### config.mk
export PLATFORM = sky130hd
export DESIGN_NAME = mp_regfile_flat
export DESIGN_NICKNAME = d
export VERILOG_FILES = /design/src/rtl/mp_regfile_pkg.sv /design/src/rtl/mp_regfile_if.sv /design/src/rtl/mp_regfile_scoreboard.sv /design/src/rtl/mp_regfile.sv /design/src/flat_wrapper.sv
export SDC_FILE = /design/constraint.sdc
export NUM_CORES = 2
export LEC_CHECK = 0
export CORE_UTILIZATION = 35
export DETAILED_ROUTE_END_ITERATION = 16
export PLACE_DENSITY_LB_ADDON = 0.3
export RECOVER_POWER = 100
export SYNTH_ARGS = -nofsm -noshare
export SYNTH_HDL_FRONTEND = slang
export SYNTH_HIERARCHICAL = 1
export SYNTH_SLANG_ARGS = --single-unit
### constraint.sdc
create_clock -name CLK -period 2.3 [get_ports CLK]
set_input_delay 0.345 -clock CLK [delete_from_list [all_inputs] [get_ports CLK]]
set_output_delay 0.345 -clock CLK [all_outputs]
set_load 0.05 [all_outputs]
### src/rtl/mp_regfile_pkg.sv
`default_nettype none
// +--------------------------------------------------------------------------+
// | Module      : mp_regfile_pkg                                             |
// | Description : Shared sizes and types for the multi-port register file.   |
// | Revision    : 1.0 - initial N-read / M-write release                     |
// +--------------------------------------------------------------------------+
package mp_regfile_pkg;

  localparam int REGFILE_NREGS  = 32;
  localparam int REGFILE_DATA_W = 32;
  localparam int REGFILE_NREAD  = 3;
  localparam int REGFILE_NWRITE = 2;
  localparam int REGFILE_SEL_W  = $clog2(REGFILE_NREGS);

  typedef logic [REGFILE_SEL_W-1:0]  regbits_t;
  typedef logic [REGFILE_DATA_W-1:0] word_t;

endpackage : mp_regfile_pkg
`default_nettype wire

### src/rtl/mp_regfile_if.sv
`default_nettype none
// +--------------------------------------------------------------------------+
// | Module      : mp_regfile_if                                              |
// | Description : Read, writeback and issue signals of the register file.    |
// | Revision    : 1.0 - initial N-read / M-write release                     |
// +--------------------------------------------------------------------------+
interface mp_regfile_if
  import mp_regfile_pkg::*;
#(
  parameter int NREGS  = REGFILE_NREGS,
  parameter int DATA_W = REGFILE_DATA_W,
  parameter int NREAD  = REGFILE_NREAD,
  parameter int NWRITE = REGFILE_NWRITE
) ();

  localparam int SEL_W = $clog2(NREGS);

  logic [NREAD-1:0][SEL_W-1:0]   rsel;
  logic [NREAD-1:0][DATA_W-1:0]  rdat;
  logic [NREAD-1:0]              rbusy;
  logic [NWRITE-1:0]             WEN;
  logic [NWRITE-1:0][SEL_W-1:0]  wsel;
  logic [NWRITE-1:0][DATA_W-1:0] wdata;
  logic                          issue_en;
  logic [SEL_W-1:0]              issue_rd;
  logic                          issue_ok;

  modport rf (
    input  rsel, WEN, wsel, wdata, issue_en, issue_rd,
    output rdat, rbusy, issue_ok
  );

  modport tb (
    output rsel, WEN, wsel, wdata, issue_en, issue_rd,
    input  rdat, rbusy, issue_ok
  );

  modport slave (
    input  rsel, WEN, wsel, wdata, issue_en, issue_rd,
    output rdat, rbusy, issue_ok
  );

  modport master (
    output rsel, WEN, wsel, wdata, issue_en, issue_rd,
    input  rdat, rbusy, issue_ok
  );

endinterface : mp_regfile_if
`default_nettype wire

### src/rtl/mp_regfile_scoreboard.sv
`default_nettype none
// +--------------------------------------------------------------------------+
// | Module      : mp_regfile_scoreboard                                      |
// | Description : Per-register pending-writeback bits, operand readiness and |
// |               WAW issue check.                                           |
// | Revision    : 1.0 - initial N-read / M-write release                     |
// +--------------------------------------------------------------------------+
module mp_regfile_scoreboard
  import mp_regfile_pkg::*;
#(
  parameter int NREGS  = REGFILE_NREGS,
  parameter int NREAD  = REGFILE_NREAD,
  parameter int NWRITE = REGFILE_NWRITE,
  parameter int SEL_W  = $clog2(NREGS)
) (
  input  logic                         CLK,
  input  logic                         nRST,
  input  logic [NREAD-1:0][SEL_W-1:0]  rsel,
  input  logic [NWRITE-1:0]            wen,
  input  logic [NWRITE-1:0][SEL_W-1:0] wsel,
  input  logic                         issue_en,
  input  logic [SEL_W-1:0]             issue_rd,
  output logic [NREAD-1:0]             rbusy,
  output logic                         issue_ok
);

  logic [NREGS-1:0] r_busy;
  logic [NREGS-1:0] w_busy_nxt;
  logic [NREAD-1:0] w_rbusy;
  logic             w_issue_hit;
  logic             w_issue_ok;

  // A writeback landing this cycle on the destination resolves the WAW hazard.
  always_comb begin
    w_issue_hit = 1'b0;
    for (int j = 0; j < NWRITE; j++) begin
      if (wen[j] && (wsel[j] == issue_rd)) begin
        w_issue_hit = 1'b1;
      end
    end
    w_issue_ok = !nRST || (issue_rd == '0) || !r_busy[issue_rd] || w_issue_hit;
  end

  // Clears first, then the set, so a new producer outlives a same-cycle writeback.
  always_comb begin
    w_busy_nxt = r_busy;
    for (int j = 0; j < NWRITE; j++) begin
      if (wen[j]) begin
        w_busy_nxt[wsel[j]] = 1'b0;
      end
    end
    if (issue_en && w_issue_ok && (issue_rd != '0)) begin
      w_busy_nxt[issue_rd] = 1'b1;
    end
    w_busy_nxt[0] = 1'b0;
  end

  always_ff @(posedge CLK or negedge nRST) begin
    if (!nRST) begin
      r_busy <= '0;
    end else begin
      r_busy <= w_busy_nxt;
    end
  end

  always_comb begin
    for (int i = 0; i < NREAD; i++) begin
      w_rbusy[i] = nRST && r_busy[rsel[i]];
      for (int j = 0; j < NWRITE; j++) begin
        if (wen[j] && (wsel[j] == rsel[i])) begin
          w_rbusy[i] = 1'b0;
        end
      end
    end
  end

  assign rbusy    = w_rbusy;
  assign issue_ok = w_issue_ok;

endmodule : mp_regfile_scoreboard
`default_nettype wire

### src/rtl/mp_regfile.sv
`default_nettype none
// +--------------------------------------------------------------------------+
// | Module      : mp_regfile                                                 |
// | Description : N-read / M-write register file with same-cycle bypass and  |
// |               busy-bit scoreboard; r0 reads as zero.                     |
// | Revision    : 1.0 - initial N-read / M-write release                     |
// +--------------------------------------------------------------------------+
module mp_regfile
  import mp_regfile_pkg::*;
#(
  parameter int NREGS  = REGFILE_NREGS,
  parameter int DATA_W = REGFILE_DATA_W,
  parameter int NREAD  = REGFILE_NREAD,
  parameter int NWRITE = REGFILE_NWRITE
) (
  input  logic     CLK,
  input  logic     nRST,
  mp_regfile_if.rf bus
);

  localparam int SEL_W = $clog2(NREGS);

  logic [DATA_W-1:0]            r_regs [NREGS];
  logic [NREAD-1:0][DATA_W-1:0] w_rdat;

  // Later ports overwrite earlier ones, giving the highest index priority.
  always_ff @(posedge CLK or negedge nRST) begin
    if (!nRST) begin
      for (int k = 0; k < NREGS; k++) begin
        r_regs[k] <= '0;
      end
    end else begin
      for (int j = 0; j < NWRITE; j++) begin
        if (bus.WEN[j] && (bus.wsel[j] != '0)) begin
          r_regs[bus.wsel[j]] <= bus.wdata[j];
        end
      end
    end
  end

  // Reads are forced to zero while reset is asserted, even against a live bypass.
  always_comb begin
    for (int i = 0; i < NREAD; i++) begin
      w_rdat[i] = '0;
      if (nRST && (bus.rsel[i] != '0)) begin
        w_rdat[i] = r_regs[bus.rsel[i]];
        for (int j = 0; j < NWRITE; j++) begin
          if (bus.WEN[j] && (bus.wsel[j] == bus.rsel[i])) begin
            w_rdat[i] = bus.wdata[j];
          end
        end
      end
    end
  end

  assign bus.rdat = w_rdat;

  mp_regfile_scoreboard #(
    .NREGS  (NREGS),
    .NREAD  (NREAD),
    .NWRITE (NWRITE),
    .SEL_W  (SEL_W)
  ) u_scoreboard (
    .CLK      (CLK),
    .nRST     (nRST),
    .rsel     (bus.rsel),
    .wen      (bus.WEN),
    .wsel     (bus.wsel),
    .issue_en (bus.issue_en),
    .issue_rd (bus.issue_rd),
    .rbusy    (bus.rbusy),
    .issue_ok (bus.issue_ok)
  );

endmodule : mp_regfile
`default_nettype wire

### src/flat_wrapper.sv
// flat-port wrapper written by rule: the top's interface ports become plain ports
module mp_regfile_flat import mp_regfile_pkg::*;
#(
  parameter int NREGS  = REGFILE_NREGS,
  parameter int DATA_W = REGFILE_DATA_W,
  parameter int NREAD  = REGFILE_NREAD,
  parameter int NWRITE = REGFILE_NWRITE
)
  (CLK, nRST, bus_rsel, bus_WEN, bus_wsel, bus_wdata, bus_issue_en, bus_issue_rd, bus_rdat, bus_rbusy, bus_issue_ok);
  mp_regfile_if #(.NREGS(NREGS), .DATA_W(DATA_W), .NREAD(NREAD), .NWRITE(NWRITE)) bus_i ();
  input  logic CLK;
  input  logic nRST;
  input wire logic [$bits(bus_i.rsel)-1:0] bus_rsel;
  input wire logic [$bits(bus_i.WEN)-1:0] bus_WEN;
  input wire logic [$bits(bus_i.wsel)-1:0] bus_wsel;
  input wire logic [$bits(bus_i.wdata)-1:0] bus_wdata;
  input wire logic [$bits(bus_i.issue_en)-1:0] bus_issue_en;
  input wire logic [$bits(bus_i.issue_rd)-1:0] bus_issue_rd;
  output wire logic [$bits(bus_i.rdat)-1:0] bus_rdat;
  output wire logic [$bits(bus_i.rbusy)-1:0] bus_rbusy;
  output wire logic [$bits(bus_i.issue_ok)-1:0] bus_issue_ok;
  assign bus_i.rsel = bus_rsel;
  assign bus_i.WEN = bus_WEN;
  assign bus_i.wsel = bus_wsel;
  assign bus_i.wdata = bus_wdata;
  assign bus_i.issue_en = bus_issue_en;
  assign bus_i.issue_rd = bus_issue_rd;
  assign bus_rdat = bus_i.rdat;
  assign bus_rbusy = bus_i.rbusy;
  assign bus_issue_ok = bus_i.issue_ok;
  mp_regfile #(.NREGS(NREGS), .DATA_W(DATA_W), .NREAD(NREAD), .NWRITE(NWRITE)) u_core (.CLK(CLK), .nRST(nRST), .bus(bus_i));
endmodule
==> After elaboration in Yosys (flattened, before gate mapping) <==
Cells that the tools add are included.
{ "word_totals": {"reg_bits": 1055, "input_bits": 99, "out_inout_bits": 100, "elab_cells": 153} }
{ "classes": {"n_lt_le_gt_ge": 16, "n_eq_ne": 8, "muxes": 51, "n_bitwise": 10, "n_reduce_logical": 35} }
{ "ops": {"columns": ["cell", "n"], "rows": [
  ["bitwise mux 1024 bit", 2],
  ["2-to-1 mux 1024 bit", 2],
  ["2-to-1 mux 32 bit", 20],
  ["binary-select mux 32 bit (select 5 bit)", 3],
  ["demux 32 bit (select 5 bit)", 2],
  ["bitwise AND 32 bit", 2],
  ["inverter 32 bit", 2],
  ["equality test 5 bit", 8],
  ["less-than comparator 5 x 6 -> 1 bit, second input constant", 6],
  ["bitwise OR 32 bit", 1],
  ["greater-or-equal comparator 6 bit, second input constant", 5],
  ["inverter 5 -> 6 bit", 5],
  ["nonzero test 5 bit", 6],
  ["logical AND 1 bit", 23],
  ["binary-select mux 1 bit (select 5 bit)", 4],
  ["demux 1 bit (select 5 bit)", 3],
  ["greater-or-equal comparator 5 x 1 -> 1 bit, second input constant", 3],
  ["2-to-1 mux 1 bit", 15],
  ["less-than comparator 6 x 1 -> 1 bit, second input constant", 2],
  ["zero test 5 bit", 1],
  ["logical OR 1 bit", 3],
  ["zero test 1 bit", 2]
]} }

==> Longest topological paths before layout <==
{ "depth": {"word_depth": 11, "depth_mapped": 10, "mapped_depth_nobuf": 6} }

==> Modules after synthesis <==
Netlist, hierarchy kept.
{ "modules_own_cells": {"columns": ["module", "n_inst", "cells_per_inst", "area_per_inst_um2", "seq_area_each_um2"], "rows": [
  ["mp_regfile", 1, 6975, 73852.1, 25624.6],
  ["mp_regfile_scoreboard", 1, 302, 3213.1, 775.7]
]} }

==> Least setup slack after synthesis <==
OpenSTA, ideal clock, no wires.
{ "synth_timing": {"kind": "input -> output", "from": "input port bus_rsel[9]", "to": "output port bus_rdat[34]", "t_arrival_ns": 3.188, "required_time_ns": 1.955, "path_slack_ns": -1.233, "stages": 7, "path_buffers": 2, "cell_sequence": "clkbuf_1 xnor2_1 nand4_1 nor2_2 clkbuf_1 nor4_1 nor4_1"} }
{ "synth_between": {"elab_chain_cells": 7, "elab_cells_between_ends": 13, "cone_classes": "2 x eq/ne; 6 x mux; 1 x bitwise; 4 x reduce/logical"} }
{ "synth_rtl": {"columns": ["item", "line_no", "rtl"], "rows": [
  ["from (decl)", "flat_wrapper.sv:13", "input wire logic [$bits(bus_i.rsel)-1:0] bus_rsel;"],
  ["inverter 5 -> 6 bit (not written as such)", "mp_regfile.sv:46", "w_rdat[i] = r_regs[bus.rsel[i]];"],
  ["binary-select mux 32 bit (select 5 bit)", "mp_regfile.sv:46", null],
  ["2-to-1 mux 32 bit (not written as such) (2 in a row)", "mp_regfile.sv:46", null],
  ["2-to-1 mux 32 bit (2 in a row)", "mp_regfile.sv:48", "if (bus.WEN[j] && (bus.wsel[j] == bus.rsel[i])) begin"],
  ["2-to-1 mux 32 bit (*)", "mp_regfile.sv:45", "if (nRST && (bus.rsel[i] != '0)) begin"],
  ["to (decl)", "flat_wrapper.sv:19", "output wire logic [$bits(bus_i.rdat)-1:0] bus_rdat;"]
]} }
Mark *: on every way between the ends. The rest lies on a longest branch, timed or not. The select of a mux whose other input is x is not followed.

==> Worst setup path in the final report <==
{ "layout_timing": {"from": "register u_core/r_regs[782] in the netlist's numbering", "to": "output port bus_rdat[14]"} }
{ "layout_between": {"elab_chain_cells": 6} }
{ "layout_rtl": {"columns": ["item", "line_no", "rtl"], "rows": [
  ["from (decl)", "mp_regfile.sv:23", "logic [DATA_W-1:0] r_regs [NREGS];"],
  ["from (signal, indexed assignment)", "mp_regfile.sv:35", "r_regs[bus.wsel[j]] <= bus.wdata[j];"],
  ["binary-select mux 32 bit (select 5 bit)", "mp_regfile.sv:46", null],
  ["2-to-1 mux 32 bit (not written as such) (2 in a row)", "mp_regfile.sv:46", null],
  ["2-to-1 mux 32 bit (2 in a row)", "mp_regfile.sv:48", null],
  ["2-to-1 mux 32 bit", "mp_regfile.sv:45", null]
]} }
No other way between the ends. The select of a mux whose other input is x is not followed.

==> flow_summary.yaml <==
setup_path:
  crit_fanout: 2
  arrival_ns: 2.90
  r2r-end: "u_core/u_scoreboard/r_busy[16]$_DFF_PN0_"
  crit_type: "flop to output pin"
  cp-startpoint: "u_core/r_regs[782]$_DFF_PN0_"
  r2r-start: "u_core/u_scoreboard/r_busy[16]$_DFF_PN0_"
  crit_path_start_kind: "flop"
  required_ns: 1.96
  reg2reg_depth: 7
  crit_path_end_kind: "output pin"
  r2r_slack_ns: -0.13
synth:
  synth_seq_cells: 1055
  yosysWarnings: 6
  ys_seq_area_share_pct: 34.3
  async_reset_ff_share_pct: 100
  postSynthAreaPerCell_um2: 10.6
  yosys_most_used_dff: "dfrtp_1"
  syn_area_mm2: 0.0771
  ys_types: 64
  postSynthCellCount: 7277
  syn-num-nets: 7376
  synth_edf_count: 0
sta:
  fin_ws_ns: -0.947
  fmax_mhz: 308
  finalClockSkew_ns: 0.00819
  rsz0062_at_grt: "yes"
  fin_crit_ns: 3.25
  max_slew_margin_pct: -28.4
  finalMaxSlewViolations: 179
  period_share_pct: 141
  tns_ns: -376.16
  worst_pin_slew_ns: 1.93
  hold_viol_final: 0
  finalSetupViolCount: 1036
global_route:
  grt_pass1_wl_um: 560000
  antenna_found_initial: 14
  grtUsageTotal_pct: 35.5
  grt_pass1_vias: 71900
  grt_overflow: 0
  grt_max_degree: 133
worst_hold_path:
  hold-path-endpoint: "u_core/r_regs[508]$_DFF_PN0_"
  min-delay-path-class: "input port to flop"
  worstHoldStart: "bus_wdata[60]"
  whs_path_depth: 4
power_and_ir_drop:
  internal_power_w: 0.0516
  p_per_area_mw_per_mm2: 768
  max-vdd-ir-drop_mv: 0.909
  clkPwrFrac_pct: 28.0
  sw_frac_of_total_pct: 34.7
  p_leak_nw: 44.2
  total_power_w: 0.0791
  p_comb_share_pct: 35.9
  power_frac_seq_pct: 36.1
  p_switching_w: 0.0274
cts:
  insertion_delay_ns: 0.83
  h-tree-depth: 4
  cts-root-buf: "clkbuf_16"
  cts_tree: "done"
  path_clk_slew_ns: 0.06
  numCtsBuffers: 133
  clk_path_buf_depth: 3
  cts.sinks: 1055
floorplanning:
  core-area_mm2: 0.218
  ioPinCount: 199
  dieWidth_um: 471
  rows: 171
  die_h_um: 471
  die_area_mm2: 0.222
  start_util_pct: 35.3
route:
  dr_total_vias: 73400
  drtAntennaViolNets: 0
  vias_per_cell: 6.68
  drc: 0
  first_pass_iters: 6
  drtIter0Drc: 11100
  wl_per_cell_um: 36.5
  finalWirelength_um: 401000
placement:
  pre_cts_slack_ns: -1.53
  dp_hpwl_um: 274000
  io_buffers: 198
  gp_congestion: 1.01
layout:
  drive_above_1_share_pct: 36.4
  layout.nets: 8120
  area_delta_synth_final_pct: 33.6
  fill_cells: 19400
flow_run:
  drv_cap: 2
status:
  status: "complete, but fails checks"
  violations: "capacitance limit, slew limit, setup timing"
==> how the worst max path moves through the flow <==
stage	end	slack (ns)	cells past startpoint
global route	bus_rdat[14]	-0.96	7
detailed placement	bus_rdat[75]	-1.53	9
CTS	bus_rdat[14]	-0.94	7
global placement	bus_rdat[75]	-1.53	9
floorplan	bus_rdat[34]	-0.19	7
finish	bus_rdat[14]	-0.95	7
==> metal layers <==
layer  global-route usage [%]  wire [um]  vias up  part of all wire [%]
li1                         -          -    29000                     -
met1                     44.1     143000    36600                    36
met2                     51.4     169000     6195                    42
met3                     11.9      53900     1618                    13
met4                     25.5      34700        8                   8.7
met5                    0.108         50        -                 0.012
==> stage by stage <==
stage	util, %	hold slack, ns	cells	cell area [um2]
floorplan	-	0.0494	7277	79200
global placement	44.1	0.396	10600	96100
detailed placement	44.1	0.407	10600	96100
CTS	47.2	0.00656	10900	103000
global route	47.2	0.295	11000	103000
finish	47.2	0.292	11000	103000
==> power by group through the flow <==
stage	clock network, W	logic [W]	registers [W]
after global routing	0.0229	0.0297	0.0290
after detailed placement	0	0.0262	0.0285
final	0.0221	0.0284	0.0286
after CTS	0.0222	0.0275	0.0281
after floorplan	0	0.0168	0.0267
after global placement	0	0.0257	0.0280
==> synth_stat cells, types with 17 or more instances <==
library cell	count	area, um2
mux2i_1	1064	10700
dfrtp_1	1055	26400
mux4_2	763	17200
nor2_1	644	2420
clkbuf_1	617	2320
nand2_1	606	2270
a21oi_1	501	2510
o21ai_0	482	2410
a22o_1	376	3290
buf_2	201	1010
nor4_1	159	995
buf_1	100	375
a211o_1	63	552
a22oi_1	62	465
o21ai_1	59	295
nor3_1	47	235
buf_4	46	345
nor2b_1	44	275
xnor2_1	38	333
xor2_1	32	280
a211oi_1	28	210
a32oi_1	28	245
nand3_1	24	120
inv_1	20	75.1
o221ai_1	18	158
o22ai_1	18	113
buf_6	17	191
==> logic make-up after synthesis <==
family / Yosys count / synth area share [%]
AO/OA/AOI/OAI: 1692 / 14.0
XOR/XNOR: 70 / 0.796
buffers and inverters: 1003 / 5.60
flip-flops: 1055 / 34.3
multiplexers: 1841 / 36.3
AND/OR/NAND/NOR: 1616 / 9.05
==> cell type report <==
cell class                      instances  area, um2  share of cell area (%)
Clock inverter                         36        472                   0.458
Tap cell                             2854       3570                    3.47
Timing Repair Buffer                 1592      19000                    18.4
Multi-Input combinational cell       5219      49400                    48.0
Clock buffer                          198       4010                    3.89
Antenna cell                            4       10.0                 0.00972
Inverter                               20       75.1                  0.0729
Sequential cell                      1055      26400                    25.6
==> worst max-delay path, stage by stage (launching register included) <==
cell and delay [ns]:
dfrtp_1 0.40, mux4_2 0.48, a22o_1 0.26, nor2_4 0.16
buf_6 0.15, nor4_2 0.05, a211o_2 0.39, buf_12 0.17
==> state kept, by name, indices dropped and copies added, names as in the netlist <==
signal                      cells
u_core/r_regs                1024
u_core/u_scoreboard/r_busy     31
==> cells in the final DEF (no fill, tap or decap), types with 58 or more instances in the layout <==
master           count
a211o_2             58
o21ai_1             67
nor4_1              86
buf_12             496
mux4_2             763
nand2_1            579
o21ai_0            473
buf_6               84
buf_4              838
nor2_2              62
a21oi_1            498
clkdlybuf4s50_1     72
a22o_1             363
nor2_1             538
clkbuf_16          138
mux2i_1           1048
dfrtp_1           1051
==> repair_timing <==
item	4_1_cts	5_1_grt
endpoints found under the hold margin	115	0
pin swaps	318	177
gates resized for setup	346	77
endpoints found under the setup margin	116	123
buffers inserted	110	43
cloned	9	0
hold buffers	6	0
(Power assumes the default switching activity.)
